===== src/rtl/spi_sclk_pkg.sv =====
// Shared state type and default widths for the SPI serial-clock generator.
package spi_sclk_pkg;

  localparam int unsigned DIV_W_DEF = 9;
  localparam int unsigned CNT_W_DEF = 6;

  typedef enum logic [1:0] {
    StIdle,
    StSetup,
    StRun,
    StHold
  } sclk_state_e;

endpackage


===== src/rtl/spi_sclk_div.sv =====
// Half-period tick generator: tick fires once every div+1 clk cycles while clear is low.
module spi_sclk_div
  import spi_sclk_pkg::*;
#(
  parameter int unsigned DIV_W = DIV_W_DEF
) (
  input  logic             clk,
  input  logic             n_rst,
  input  logic             clear,
  input  logic [DIV_W-1:0] div,
  output logic             tick
);

  logic [DIV_W-1:0] r_cnt;

  // Counter restarts on every tick, so it never passes div and never wraps.
  assign tick = !clear && (r_cnt == div);

  always_ff @(posedge clk or negedge n_rst) begin
    if (!n_rst) begin
      r_cnt <= '0;
    end else if (clear || tick) begin
      r_cnt <= '0;
    end else begin
      r_cnt <= r_cnt + DIV_W'(1);
    end
  end

endmodule


===== src/rtl/spi_sclk_gen.sv =====
// SPI SCLK generator: idle/setup/run/hold sequencer with sample/shift strobes.
// Define SPI_SCLK_GEN_CS_EN to add an active-low chip-select output cs_n.
module spi_sclk_gen
  import spi_sclk_pkg::*;
#(
  parameter int unsigned DIV_W = DIV_W_DEF,
  parameter int unsigned CNT_W = CNT_W_DEF
) (
  input  logic             clk,
  input  logic             n_rst,
  input  logic             start,
  input  logic             abort,
  input  logic [DIV_W-1:0] div,
  input  logic [CNT_W-1:0] nbits,
  input  logic             cpol,
  input  logic             cpha,
  output logic             sclk,
  output logic             sample_stb,
  output logic             shift_stb,
  output logic             busy,
  output logic             done
`ifdef SPI_SCLK_GEN_CS_EN
  ,
  output logic             cs_n
`endif
);

  sclk_state_e      r_state;
  logic [DIV_W-1:0] r_div;
  logic [CNT_W-1:0] r_nbits;
  logic             r_cpol;
  logic             r_cpha;
  logic [CNT_W:0]   r_edge_cnt;
  logic             r_sclk;
  logic             r_sample_stb;
  logic             r_shift_stb;
  logic             r_busy;
  logic             r_done;

  logic             w_tick;
  logic             w_clear;
  logic [CNT_W:0]   w_edge_nxt;
  logic             w_lead;
  logic             w_last;

  // Divider is held at zero while idle, so SETUP always starts a fresh half-period.
  assign w_clear    = (r_state == StIdle) || abort;
  assign w_edge_nxt = r_edge_cnt + (CNT_W+1)'(1);
  assign w_lead     = w_edge_nxt[0];
  assign w_last     = (w_edge_nxt == {r_nbits, 1'b0});

  spi_sclk_div #(
    .DIV_W (DIV_W)
  ) u_div (
    .clk   (clk),
    .n_rst (n_rst),
    .clear (w_clear),
    .div   (r_div),
    .tick  (w_tick)
  );

  always_ff @(posedge clk or negedge n_rst) begin
    if (!n_rst) begin
      r_state      <= StIdle;
      r_div        <= '0;
      r_nbits      <= '0;
      r_cpol       <= 1'b0;
      r_cpha       <= 1'b0;
      r_edge_cnt   <= '0;
      r_sclk       <= 1'b0;
      r_sample_stb <= 1'b0;
      r_shift_stb  <= 1'b0;
      r_busy       <= 1'b0;
      r_done       <= 1'b0;
    end else begin
      r_sample_stb <= 1'b0;
      r_shift_stb  <= 1'b0;
      r_done       <= 1'b0;
      if (abort && (r_state != StIdle)) begin
        r_state    <= StIdle;
        r_busy     <= 1'b0;
        r_sclk     <= r_cpol;
        r_edge_cnt <= '0;
      end else begin
        unique case (r_state)
          StIdle: begin
            r_sclk <= cpol;
            if (start) begin
              if (nbits == '0) begin
                r_done <= 1'b1;
              end else begin
                r_div      <= div;
                r_nbits    <= nbits;
                r_cpol     <= cpol;
                r_cpha     <= cpha;
                r_edge_cnt <= '0;
                r_busy     <= 1'b1;
                r_state    <= StSetup;
              end
            end
          end
          StSetup, StRun: begin
            if (w_tick) begin
              r_sclk     <= ~r_sclk;
              r_edge_cnt <= w_edge_nxt;
              // Odd edge numbers are leading edges; the final trailing edge never shifts.
              if (w_lead) begin
                r_sample_stb <= !r_cpha;
                r_shift_stb  <= r_cpha;
              end else begin
                r_sample_stb <= r_cpha;
                r_shift_stb  <= !r_cpha && !w_last;
              end
              r_state <= w_last ? StHold : StRun;
            end
          end
          StHold: begin
            if (w_tick) begin
              r_state <= StIdle;
              r_busy  <= 1'b0;
              r_done  <= 1'b1;
            end
          end
        endcase
      end
    end
  end

  assign sclk       = r_sclk;
  assign sample_stb = r_sample_stb;
  assign shift_stb  = r_shift_stb;
  assign busy       = r_busy;
  assign done       = r_done;

`ifdef SPI_SCLK_GEN_CS_EN
  assign cs_n = ~r_busy;
`endif

endmodule


===== config.mk =====
export PLATFORM = sky130hd
export DESIGN_NAME = spi_sclk_gen
export DESIGN_NICKNAME = d
export VERILOG_FILES = /design/src/rtl/spi_sclk_pkg.sv /design/src/rtl/spi_sclk_div.sv /design/src/rtl/spi_sclk_gen.sv
export SDC_FILE = /design/constraint.sdc
export NUM_CORES = 1
export LEC_CHECK = 0
export ABC_AREA = 1
export BUFFER_PORTS_ARGS = -buffer_cell sky130_fd_sc_hd__buf_2
export CAP_MARGIN = 15
export CORE_ASPECT_RATIO = 0.75
export CORE_UTILIZATION = 62
export CTS_BUF_LIST = sky130_fd_sc_hd__clkbuf_4 sky130_fd_sc_hd__clkbuf_8 sky130_fd_sc_hd__clkbuf_16
export DETAILED_ROUTE_END_ITERATION = 8
export HOLD_SLACK_MARGIN = 0.05
export MAX_ROUTING_LAYER = met4
export PLACE_DENSITY_LB_ADDON = 0.05
export SLEW_MARGIN = 0
export SYNTH_ARGS = -nofsm -noshare
export SYNTH_HDL_FRONTEND = slang
export SYNTH_SLANG_ARGS = --single-unit

===== constraint.sdc =====
create_clock -name clk -period 2.3 [get_ports clk]
set_input_delay 0.46 -clock clk [delete_from_list [all_inputs] [get_ports clk]]
set_output_delay 0.46 -clock clk [all_outputs]
set_load 0.01 [all_outputs]

**Word level (Yosys, flattened, before mapping)**

Index checks and enable logic that the tools add are counted.

- Equal/unequal tests: 9
- Reduce and logical (&&, ||, !) cells: 19
- $add $sub $neg: 2
- Bitwise operators: 3
- Mux-type cells: 34

Operators by type and width:

| operator | number |
|---|---|
| two-way mux 7 bit | 4 |
| two-way mux 1 bit | 19 |
| AND reduction 4 bit | 4 |
| one-hot mux 7 bit (2 select lines) | 1 |
| two-way mux 2 bit | 5 |
| adder 9 x 1 -> 9 bit, second input constant | 1 |
| == test 9 bit | 1 |
| two-way mux 9 bit | 1 |
| != test 3 x 2 -> 1 bit, second input constant | 3 |
| adder 7 x 1 -> 7 bit, second input constant | 1 |
| == test 7 bit | 1 |
| zero test 6 bit | 1 |
| one-hot mux 1 bit (2 select lines) | 3 |
| one-hot mux 2 bit (3 select lines) | 1 |
| nonzero test 3 bit | 2 |
| == test 2 bit, second input constant | 2 |
| logical AND 1 bit | 3 |
| zero test 1 bit | 3 |
| != test 3 bit, second input constant | 1 |
| NOT 1 bit | 3 |
| == test 2 x 1 -> 1 bit, second input constant | 1 |
| zero test 2 bit | 1 |
| logical OR 1 bit | 2 |
| AND reduction 2 bit | 1 |
| other kinds (2) | 2 |

- Register bits after elaboration: 40
- Input bits: 21

**Longest topological paths before layout**

Gate-level depths: netlist of run 1.

- Depth after elaboration: 8
- Gate-level depth with buffers: 13

**Modules after synthesis**

A second synthesis of run 1 with hierarchy kept.

- Cell total of the unflattened synthesis: 247
- Area, all modules: 2167.1 um^2

By module, submodules not included:

| module | times used | sequential area each (um^2) | cells an instance | area an instance (um^2) |
|---|---|---|---|---|
| spi_sclk_gen | 1 | 775.7 | 176 | 1611.5 |
| spi_sclk_div | 1 | 225.2 | 71 | 555.5 |

**Worst setup path before layout of run 1**

Ideal clock, no wire load.

- Path kind: reg2reg
- Start: register r_state[0]
- End: register r_state[0]
- Data required time: 2181 ps
- Cell stages (with the launch flop): 11
- Path buffers: 0
- Setup slack: 750 ps
- Arrival: 1431 ps
- Setup time: 119 ps
- Path through: dfrtp_1 -> inv_1 -> ha_1 -> inv_1 -> nand2_1 -> nand2_1 -> inv_1 -> o21ai_0 -> nand3_1 -> nor2_1 -> nor2_1

- Longest elaborated chain between the ends: 6
- Elaborated cells on any way between the ends: 17
- Those cells by class: 7 x eq/ne; 2 x mux; 8 x reduce/logical

Ends and longest elaborated chain:

| element | line | source |
|---|---|---|
| start, declared | spi_sclk_gen.sv:28 | `sclk_state_e r_state;` |
| start signal, assigned | spi_sclk_gen.sv:64 | `r_state <= StIdle;` |
| start signal, assigned | spi_sclk_gen.sv:80 | `r_state <= StIdle;` |
| start signal, assigned | spi_sclk_gen.sv:98 | `r_state <= StSetup;` |
| zero test 2 bit | spi_sclk_gen.sv:47, spi_sclk_gen.sv:85 |  |
| logical OR 1 bit | spi_sclk_gen.sv:47 | `assign w_clear = (r_state == StIdle) \|\| abort;` |
| zero test 1 bit | spi_sclk_div.sv:17 | `assign tick = !clear && (r_cnt == div);` |
| logical AND 1 bit | spi_sclk_div.sv:17 |  |
| != test 3 x 2 -> 1 bit (no line) | -- |  |
| AND reduction 4 bit (no line) | -- |  |

Parallel ways exist; a longest one is shown, timed or not.
A chain may end at the register's enable or synchronous reset.

**Worst setup path in the final report of run 1**

- Start: register r_state[0]
- End: register r_edge_cnt[0]

- Longest elaborated chain between the ends: 6
- Elaborated cells on any way between the ends: 16
- Those cells by class: 5 x eq/ne; 2 x mux; 9 x reduce/logical

Ends and longest elaborated chain:

| element | line | source |
|---|---|---|
| zero test 2 bit | spi_sclk_gen.sv:47, spi_sclk_gen.sv:85 |  |
| logical OR 1 bit | spi_sclk_gen.sv:47 |  |
| zero test 1 bit | spi_sclk_div.sv:17 |  |
| logical AND 1 bit | spi_sclk_div.sv:17 |  |
| != test 3 x 2 -> 1 bit (no line) | -- |  |
| AND reduction 4 bit (no line) | -- |  |
| end signal, assigned | spi_sclk_gen.sv:105 | `r_edge_cnt <= w_edge_nxt;` |
| end, declared | spi_sclk_gen.sv:33 | `logic [CNT_W:0] r_edge_cnt;` |

Parallel ways exist; a longest one is shown, timed or not.

==> impl_results.md, run 1 <==
* Status: complete, no violations
* Layout overhead on the synthesized area at 13.3%
* Sink Count at 40
* FF+latch count, synth at 40
* # Post-CTS Setup Buffers at 0
* Htree depth at 2
* Syn Area/Cell at 7.59 µm²
* PostCTS Resize Cnt at 0
* CP max stage delay at 0.38 ns
* Via count at 1871
* Clock skew at 0.00593 ns
* CTS Buf Count at 5
* CP arrival at 2.03 ns
* Wire length of the first global-routing pass at 7350 µm
* CP Launch Type: flop
* Mapped Nets at 303
* Layer with the highest usage: met2
* M2 GR Usage at 43.9%
* Worst-path cell chain: inv_1 > ha_1 > nor2_1 > nand3_2 > nand2_1 > nand3_2 > nand2_1 > o21ai_0
* DR pass1 iterations at 5
* WL per Instance at 12.5 µm
* Seq/Total Area, Yosys at 47.4%
* Warnings from Yosys at 0
* HP Class: primary input to async pin
* Antenna violations before repair at 0
* Slowest cell on crit path: dfrtp_1
* Die area at 3640 µm²
* Total core area at 3080 µm²
* Crit share post-route at 80.7%
* Mapped Cells at 278
* All-Layer GR Usage at 27.6%
* Die Ht at 52.5 µm
* Netlist cell types at 25
* Reg2reg start: r_state[0]
* Via/cell ratio at 5.36
* Peak fanout along the critical path at 8
* Number of routed nets with antenna violations at 0
* Boundary Pins at 26
* N_diodes at 0
* Drt drc at 0
* Layout cell share with drive strength beyond 1 at 15.8%
* Top Family by Delay on Critical Path: simple AND/OR/NAND/NOR gates
* Peak VDD IR at 0.868 mV
* Reg2reg setup slack at 0.44 ns
* CTS tree: done
* Routed WL at 4360 µm
* Met3 usage in global routing at 5.38%
* Worst-skew pair later-pin latency at 0.30 ns
* Fmax at 0.538 GHz
* Crit end category: flop
* Setup_tns at 0 ns
* Routing usage on met1 at 35.8%
* Die Wd at 69.4 µm
* Worst endpoint required time at 2.47 ns
* Largest net degree at the start of global routing at 21
* PD cells at 1040 nW/µm²
* CP Class: flop to flop
* Rows at 17
* Clk root buf: clkbuf_8
* Crit path buf inv count at 1
* # nets final at 335
* Fin. Hold Viols at 0
* Detail Placement HPWL at 3280 µm
* Slew headroom at 69.3%
* Starting Density at 68.4%
* Worst slew pin tran at 0.460 ns
* Drt first-iter violations at 82
* Clock-pin slew on the worst setup and hold paths at 0.08 ns
* Vias in the first global route at 1670
* GR Overflow Total at 0
* Hold slack at 0.0518 ns
* R2R Path End: r_edge_cnt[0]
* CTS max path bufs at 2
* Final slew viol count at 0
* Min Tclk post-route at 1.86 ns
* RSZ-0062 raised after global routing: no
* LEAKAGE at 1.21 nW
* Port buffer count at 25
* Hold Buf Count CTS at 0
* RePlAce Congestion at 0.931
* # setup viols final at 0
* Cell area after synthesis at 2110 µm²
* Max Cap Viol at 0
* Worst reg2reg path depth at 8
per-stage QoR:
stage / instance area [µm²] / instances / utilization (%) / power, mW / setup WS [ns]
floorplan: 2110 / 278 / - / 1.72 / 0.750
global placement: 2290 / 341 / 74.4 / 1.94 / 0.526
detailed placement: 2290 / 341 / 74.4 / 1.97 / 0.492
CTS: 2390 / 349 / 77.5 / 2.48 / 0.462
global route: 2390 / 349 / 77.5 / 2.68 / 0.152
finish: 2390 / 349 / 77.5 / 2.49 / 0.443
where the power goes:
group          internal, mW  total [mW]  switching, mW
Clock                 0.268       0.512          0.244
Sequential            0.899        1.03          0.132
Combinational         0.331       0.942          0.611
layer usage:
| layer | wire (µm) | up-vias |
|---|---|---|
| li1 | - | 945 |
| met1 | 2060 | 857 |
| met2 | 2000 | 61 |
| met3 | 252 | 8 |
| met4 | 51 | 0 |
| met5 | 0 | - |
cell type report:
class	instances	area, µm²
inverter	31	116
sequential	40	1000
timing repair buffer	28	148
fill	226	693
clock buffer	8	97.6
tap	38	47.5
multi-input combinational	204	981
layout by cell type (no fill, tap or decap), types with 2 or more instances in the layout:
| cell type | instances |
|---|---|
| dfrtp_1 | 40 |
| nand2_1 | 103 |
| nand4_1 | 2 |
| a21oi_1 | 6 |
| xnor2_1 | 7 |
| xor2_1 | 2 |
| ha_1 | 4 |
| nand2_2 | 2 |
| nor2_2 | 4 |
| o21ai_0 | 18 |
| buf_2 | 25 |
| clkbuf_4 | 2 |
| nand3b_1 | 2 |
| buf_4 | 3 |
| inv_1 | 29 |
| inv_2 | 2 |
| nor3b_1 | 3 |
| nor3_1 | 3 |
| nor2_1 | 23 |
| clkbuf_8 | 6 |
| o21ai_1 | 2 |
| nand3_1 | 15 |
| nand3_2 | 2 |
| o211ai_1 | 2 |
Yosys cell counts:
library cell	n	area share [%]
a21oi_1	6	1.4
dfrtp_1	40	47
nor3_1	3	0.71
inv_1	29	5.2
nand3_2	2	0.95
xnor2_1	7	2.9
nor3b_1	3	1.1
nand2_2	2	0.59
nand3_1	15	3.6
nand3b_1	2	0.71
o21ai_1	2	0.47
clkbuf_1	3	0.53
ha_1	4	2.4
o21ai_0	18	4.3
xor2_1	2	0.83
nand4_2	1	0.59
o22ai_1	1	0.30
nand2_1	103	18
o211ai_1	2	0.71
inv_2	2	0.36
nor2_2	4	1.2
nand4_1	2	0.59
nor2_4	1	0.53
or2_2	1	0.30
nor2_1	23	4.1
worst max-delay path by stage:
stage | end | start | slack [ns] | cells past startpoint
floorplan | r_state[0] | r_state[0] | 0.75 | 10
global placement | r_edge_cnt[4] | r_state[0] | 0.53 | 8
detailed placement | r_state[0] | r_state[0] | 0.49 | 10
CTS | r_edge_cnt[0] | r_state[0] | 0.46 | 8
global route | r_state[0] | r_state[0] | 0.15 | 10
finish | r_edge_cnt[0] | r_state[0] | 0.44 | 8
kinds of logic (layout without fill, tap and decap cells):
group / count (synthesis) / in the layout / share of synthesized area [%]
xor+xnor: 9 / 9 / 3.74
compound gates: 29 / 29 / 7.18
flops: 40 / 40 / 47.4
buf+inv: 34 / 67 / 6.05
fa+ha+maj: 4 / 4 / 2.37
simple gates: 162 / 162 / 33.2
sequential cells by signal (all words and copies together), names as in the netlist:
name and cells:
r_edge_cnt 7, r_cpha 1, busy 1, shift_stb 1, u_div.r_cnt 9, r_state 2
r_div 9, done 1, sample_stb 1, r_nbits 6, r_cpol 1, sclk 1
Power figures use the tool's default switching activity.
==> run 2: changes to the inputs <==
ABC_AREA = 0   (was 1)
CORE_UTILIZATION = 57   (was 62)
clock period = 1.8 ns   (was 2.3 ns; I/O delays follow)
==> run 2 against run 1 <==
The flow now finishes with violations (negative setup slack). Core utilization up 1.1 points. Fmax up 2.8%. Combinational power up 36%. Area after synthesis up 0.59%. Routed wire length up 3.7%. Final cell count down 16%. Sequential cell count unchanged. Critical path depth down 2. Highest routed layer unchanged.
==> impl_results.md, run 2 <==
* Layout cell share with drive strength beyond 1 at 42.2% (+26 points)
* Via count at 1547 (-17%)
* CP Launch Type: flop
* FF+latch count, synth at 40 (unchanged)
* Crit share post-route at 100% (+20 points)
* Cell area after synthesis at 2120 µm² (+0.59%)
* CTS max path bufs at 2 (unchanged)
* Port buffer count at 25 (unchanged)
* Drt drc at 0 (unchanged)
* CP Class: flop to flop
* Mapped Cells at 187 (-33%)
* Largest registers: r_div (9), u_div.r_cnt (9), r_edge_cnt (7)
* Antenna violations before repair at 0 (unchanged)
* Hold slack at 0.108 ns (+0.0560 ns)
* CTS tree: done
* Warnings from Yosys at 0 (unchanged)
* Top cells by count, synth: dfrtp_1 (40), xor2_1 (19), mux2_2 (18), nor2_1 (14), nand2_1 (10)
* Peak VDD IR at 0.874 mV (+0.64%)
* Wire length of the first global-routing pass at 6820 µm (-7.1%)
* Vias in the first global route at 1435 (-14%)
* Largest net degree at the start of global routing at 41 (+95%)
* Min Tclk post-route at 1.81 ns (-0.0502 ns)
* LEAKAGE at 1.27 nW (+4.9%)
* Max Cap Viol at 0 (unchanged)
* Most common cell after layout, fill and taps aside: dfrtp_1
* Commonest non-fill, non-tap cells in the layout: dfrtp_1 (39), buf_4 (27), buf_2 (25)
* WL per Instance at 15.4 µm (+23%)
* Die Wd at 72.5 µm (+4.5%)
* Clock-pin slew on the worst setup and hold paths at 0.07 ns (about the same)
* CTS Buf Count at 5 (unchanged)
* GR Overflow Total at 0 (unchanged)
* Total core area at 3420 µm² (+11%)
* Routed WL at 4530 µm (+3.7%)
* Clock skew at 0.00447 ns (-0.00147 ns)
* Layout overhead on the synthesized area at 26.9%
* Slew headroom at 66.6% (-2.7 points)
* Fmax at 0.553 GHz (+2.8%)
* All-Layer GR Usage at 24.9% (-2.7 points)
* N_diodes at 0 (unchanged)
* Peak fanout along the critical path at 4 (-4)
* Asr flop ratio synth at 100% (unchanged)
* CP arrival at 1.99 ns (-0.04 ns)
* Synth Flop Type: dfrtp_1
* Boundary Pins at 26 (unchanged)
* Sink Count at 40 (unchanged)
* RePlAce Congestion at 0.921 (-0.98%)
* PD cells at 1210 nW/µm² (+17%)
* Final slew viol count at 0 (unchanged)
* Most frequent cell after synthesis: dfrtp_1
* Drt first-iter violations at 59 (-28%)
* Netlist cell types at 48 (+92%)
* Via/cell ratio at 5.26 (-1.8%)
* Htree depth at 2 (unchanged)
* Yosys top cell by area: dfrtp_1
* Die Ht at 54.8 µm (+4.4%)
* EDFF count, synth at 0 (unchanged)
* Top cells by area, synth: dfrtp_1 (47%), mux2_2 (9.6%), xor2_1 (7.8%), xnor2_1 (3.3%), nor2_1 (2.5%)
* Clk root buf: clkbuf_8
* Worst endpoint required time at 1.99 ns (-0.48 ns)
* Fin. Hold Viols at 0 (unchanged)
* HP Class: primary input to async pin
* Worst-skew pair later-pin latency at 0.29 ns (about the same)
* Setup_tns at -0.00691 ns (-0.00691 ns)
* Synth top area share at 47.2% (-0.28 points)
* RSZ-0062 raised after global routing: yes
* Pwr Total at 3.27 mW (+31%)
* Final worst slack at -0.00691 ns (-0.450 ns)
* Starting Density at 62.0% (-6.4 points)
* Crit end category: flop
* DR pass1 iterations at 4 (-1)
* Mapped Nets at 212 (-30%)
* Number of routed nets with antenna violations at 0 (unchanged)
* # setup viols final at 1 (+1)
* Worst slew pin tran at 0.500 ns (+0.0407 ns)
* Syn Area/Cell at 11.3 µm² (+50%)
* Failing checks: negative setup slack
* # nets final at 268 (-20%)
* Detail Placement HPWL at 3220 µm (-2.0%)
* Status: complete, but fails checks
* Fill cells at 232 (+2.7%)
* Die area at 3970 µm² (+9.1%)
* Seq/Total Area, Yosys at 47.2% (-0.28 points)
* Rows at 18 (+1)
==> run 2: worst max-delay path, stage by stage, from the launching register on <==
cell and delay, ns:
dfrtp_1 0.39, ha_4 0.16, nand3_4 0.07, or2_4 0.27
xnor2_1 0.13, or4_4 0.49, o21a_1 0.19
==> run 2: kinds of logic after synthesis <==
group | Yosys count | share of synthesized area, %
simple gates | 55 | 15.9
mux | 21 | 11.0
fa+ha+maj | 4 | 2.36
buf+inv | 13 | 2.77
compound gates | 26 | 8.96
flops | 40 | 47.2
xor+xnor | 28 | 11.9
==> run 2: layout make-up <==
| type | instances | area, µm² | area share, % |
|---|---|---|---|
| Sequential cell | 40 | 1000 | 37.2 |
| Clock buffer | 8 | 97.6 | 3.62 |
| Multi-Input combinational cell | 134 | 1140 | 42.4 |
| Timing Repair Buffer | 54 | 359 | 13.3 |
| Tap cell | 50 | 62.6 | 2.32 |
| Inverter | 8 | 30.0 | 1.12 |
==> run 2: per-stage QoR <==
stage	setup slack [ns]	util [%]	instances	area, µm²
after global placement	-0.0308	73.2	281	2500
after detailed placement	-0.0610	73.2	281	2500
final	-0.00691	78.7	294	2690
after global routing	-0.0637	78.7	294	2690
after CTS	0.00484	76.8	290	2630
after floorplan	0.00287	-	187	2160
==> run 2: timing repair <==
action / 4_1_cts / 5_1_grt
setup endpoints to repair: 3 / 5
hold buffers: 0 / 0
pin swaps: 3 / 4
gates resized for setup: 3 / 8
buffers inserted: 1 / 4
==> run 2: layer usage <==
layer | up-vias | wire length [µm] | track usage (%)
met3 | 5 | 224 | 7.73
met2 | 38 | 2080 | 35.8
met5 | - | 0 | -
met1 | 738 | 2180 | 34.9
li1 | 766 | - | -
met4 | 0 | 40 | 4.90
==> run 2: worst paths after layout <==
path	cells past startpoint	to	from	slack, ns
worst min-delay path	2	u_div.r_cnt[8]	n_rst	0.11
worst min register to register	1	r_cpol	r_cpol	0.51
min in group clk	2	r_div[8]	div[8]	0.29
worst max-delay path	6	shift_stb	r_edge_cnt[1]	-0.007
max in group asynchronous	2	r_edge_cnt[0]	n_rst	1.31
worst max register to register	6	shift_stb	r_edge_cnt[1]	-0.007
==> run 2: report_power, final <==
part	total, mW	internal [mW]	switching, mW	leakage (nW)
Clock	0.641	0.343	0.298	0.0523
Sequential	1.35	1.15	0.202	0.510
Combinational	1.28	0.665	0.611	0.704
==> run 3: changes to the inputs <==
BUFFER_PORTS_ARGS = default   (was -buffer_cell sky130_fd_sc_hd__buf_2)
CORE_UTILIZATION = 62   (was 57)
DONT_BUFFER_PORTS = 1   (was default)
==> run 3 against run 2 <==
Largest cell class unchanged. Largest power group unchanged. Hold slack gained 0.056 ns. Count of clock-buffer cells in the layout is the same. Total power shrank 1.2%. Sequential power is essentially flat. Routed wire length grew 2.0%. The flow still finishes with violations (negative setup slack). Design area shrank 5.9%. Critical endpoint unchanged.
==> impl_results.md, run 3 (synthesized netlist as in run 2, its figures left out) <==
* Cell area after layout at 2530 µm² (-5.9%)
* Crit share post-route at 100% (about the same)
* HP Class: primary input to flop
* Fill cells at 185 (-20%)
* LEAKAGE at 1.15 nW (-9.1%)
* GR Overflow Total at 0 (unchanged)
* Via/cell ratio at 6.11 (+16%)
* Port buffer count at 0 (-100%)
* Critical Path Sink: shift_stb
* Via count at 1551 (+0.26%)
* All-Layer GR Usage at 28.3% (+3.4 points)
* Layout cell share with drive strength beyond 1 at 33.8% (-8.4 points)
* Reg2reg start: r_edge_cnt[1]
* Clk root buf: clkbuf_8
* Max Cap Viol at 0 (unchanged)
* Hold path cells at 1
* Min Tclk post-route at 1.81 ns (-0.000665 ns)
* Failing checks: negative setup slack
* Vias in the first global route at 1527 (+6.4%)
* Clock skew at 0.00851 ns (+0.00404 ns)
* PD cells at 1270 nW/µm² (+5.0%)
* Routed WL at 4620 µm (+2.0%)
* Status: complete, but fails checks
* Number of routed nets with antenna violations at 0 (unchanged)
* Die area at 3660 µm² (-7.8%)
* Antenna violations before repair at 0 (unchanged)
* Detail Placement HPWL at 3160 µm (-1.7%)
* Layout overhead on the synthesized area at 19.3%
* Final worst slack at -0.00624 ns (+0.000665 ns)
* Largest net degree at the start of global routing at 41 (unchanged)
* Total core area at 3110 µm² (-9.3%)
* DR pass1 iterations at 4 (unchanged)
* Fin. Hold Viols at 0 (unchanged)
* Die Ht at 52.7 µm (-4.0%)
* Rows at 17 (-1)
* Starting Density at 68.3% (+6.3 points)
* Worst-skew pair later-pin latency at 0.30 ns (about the same)
* CP Class: flop to flop
* # setup viols final at 1 (unchanged)
* R2R Path End: shift_stb
* # nets final at 240 (-10%)
* Wire length of the first global-routing pass at 7490 µm (+9.7%)
* CTS Buf Count at 5 (unchanged)
* WL per Instance at 18.2 µm (+18%)
* Multi-input logic area at 1130 µm² (-1.3%)
* Peak VDD IR at 0.832 mV (-4.8%)
* Slew headroom at 72.9% (+6.3 points)
* Htree depth at 2 (unchanged)
* N_diodes at 0 (unchanged)
* Worst setup path startpoint: r_edge_cnt[1]
* Pwr Total at 3.23 mW (-1.2%)
* Register area at 1000 µm² (unchanged)
* Reg2reg setup slack at -0.006 ns (about the same)
* Boundary Pins at 26 (unchanged)
* Drt first-iter violations at 71 (+20%)
* Sink Count at 40 (unchanged)
* Commonest non-fill, non-tap cells in the layout: dfrtp_1 (39), buf_4 (23), xor2_1 (19)
* Worst reg2reg path depth at 6 (unchanged)
* Die Wd at 69.6 µm (-4.0%)
* Most common cell after layout, fill and taps aside: dfrtp_1
* RePlAce Congestion at 0.934 (+1.3%)
* RSZ-0062 raised after global routing: yes
* Fmax at 0.554 GHz (about the same)
* CTS tree: done
* Largest registers: r_div (9), u_div.r_cnt (9), r_edge_cnt (7)
* Worst endpoint required time at 1.99 ns (about the same)
* Peak fanout along the critical path at 3 (-1)
* Final slew viol count at 0 (unchanged)
* CP Launch Type: flop
* Worst slew pin tran at 0.405 ns (-0.0949 ns)
* Crit end category: flop
* CP arrival at 2.00 ns (about the same)
* Clock-pin slew on the worst setup and hold paths at 0.08 ns (about the same)
* Placed Area at 2340 µm² (-6.5%)
* Drt drc at 0 (unchanged)
* CTS max path bufs at 2 (unchanged)
[run 3: power by group]
part           total [mW]  leakage (nW)  internal (mW)  switching (mW)
clock network       0.666        0.0549          0.365           0.302
registers            1.36         0.510           1.15           0.210
logic                1.20         0.586          0.622           0.582
[run 3: worst min path at each step]
stage	start	to	slack, ns
after floorplan	n_rst	busy	0.06
after global placement	n_rst	r_div[7]	0.07
after detailed placement	n_rst	r_div[7]	0.07
after CTS	abort	sclk	0.15
after global routing	abort	sclk	0.16
final	abort	sclk	0.16
[run 3: layout make-up]
class                      instances  share of cell area [%]
multi-input combinational        134                    44.5
sequential                        40                    39.6
timing repair buffer              26                    8.79
clock buffer                       8                    4.10
tap                               38                    1.88
inverter                           8                    1.19
[run 3: critical path, cell delays in order, from the launching register on]
cell     delay, ns
dfrtp_1       0.39
buf_4         0.14
and3_4        0.18
nand3_2       0.10
xnor2_1       0.14
or4_4         0.55
o21a_1        0.20
[run 3: timing repair]
action,in CTS,in global routing
buffers inserted,3,0
hold buffers,2,0
pin swaps,5,1
gates resized for setup,3,5
endpoints found under the hold margin,40,0
endpoints found under the setup margin,2,8
[run 3: stage by stage]
| stage | worst slack [ns] | hold WS, ns | std cells | utilization (%) | TNS [ns] |
|---|---|---|---|---|---|
| floorplan | 0.00287 | 0.0644 | 187 | - | 0 |
| global placement | 0.0250 | 0.0652 | 241 | 75.4 | 0 |
| detailed placement | -0.0483 | 0.0652 | 241 | 75.4 | -0.0810 |
| CTS | 0.00168 | 0.150 | 254 | 80.9 | 0 |
| global route | -0.0781 | 0.158 | 254 | 81.5 | -0.251 |
| finish | -0.00624 | 0.164 | 254 | 81.5 | -0.00624 |
[run 3: per-layer routing]
layer / global-route usage [%] / share of wire [%] / up-vias
li1: - / - / 717
met3: 6.73 / 7.9 / 9
met5: - / 0 / -
met1: 37.5 / 46 / 750
met2: 42.7 / 45 / 75
met4: 10.9 / 1.5 / 0
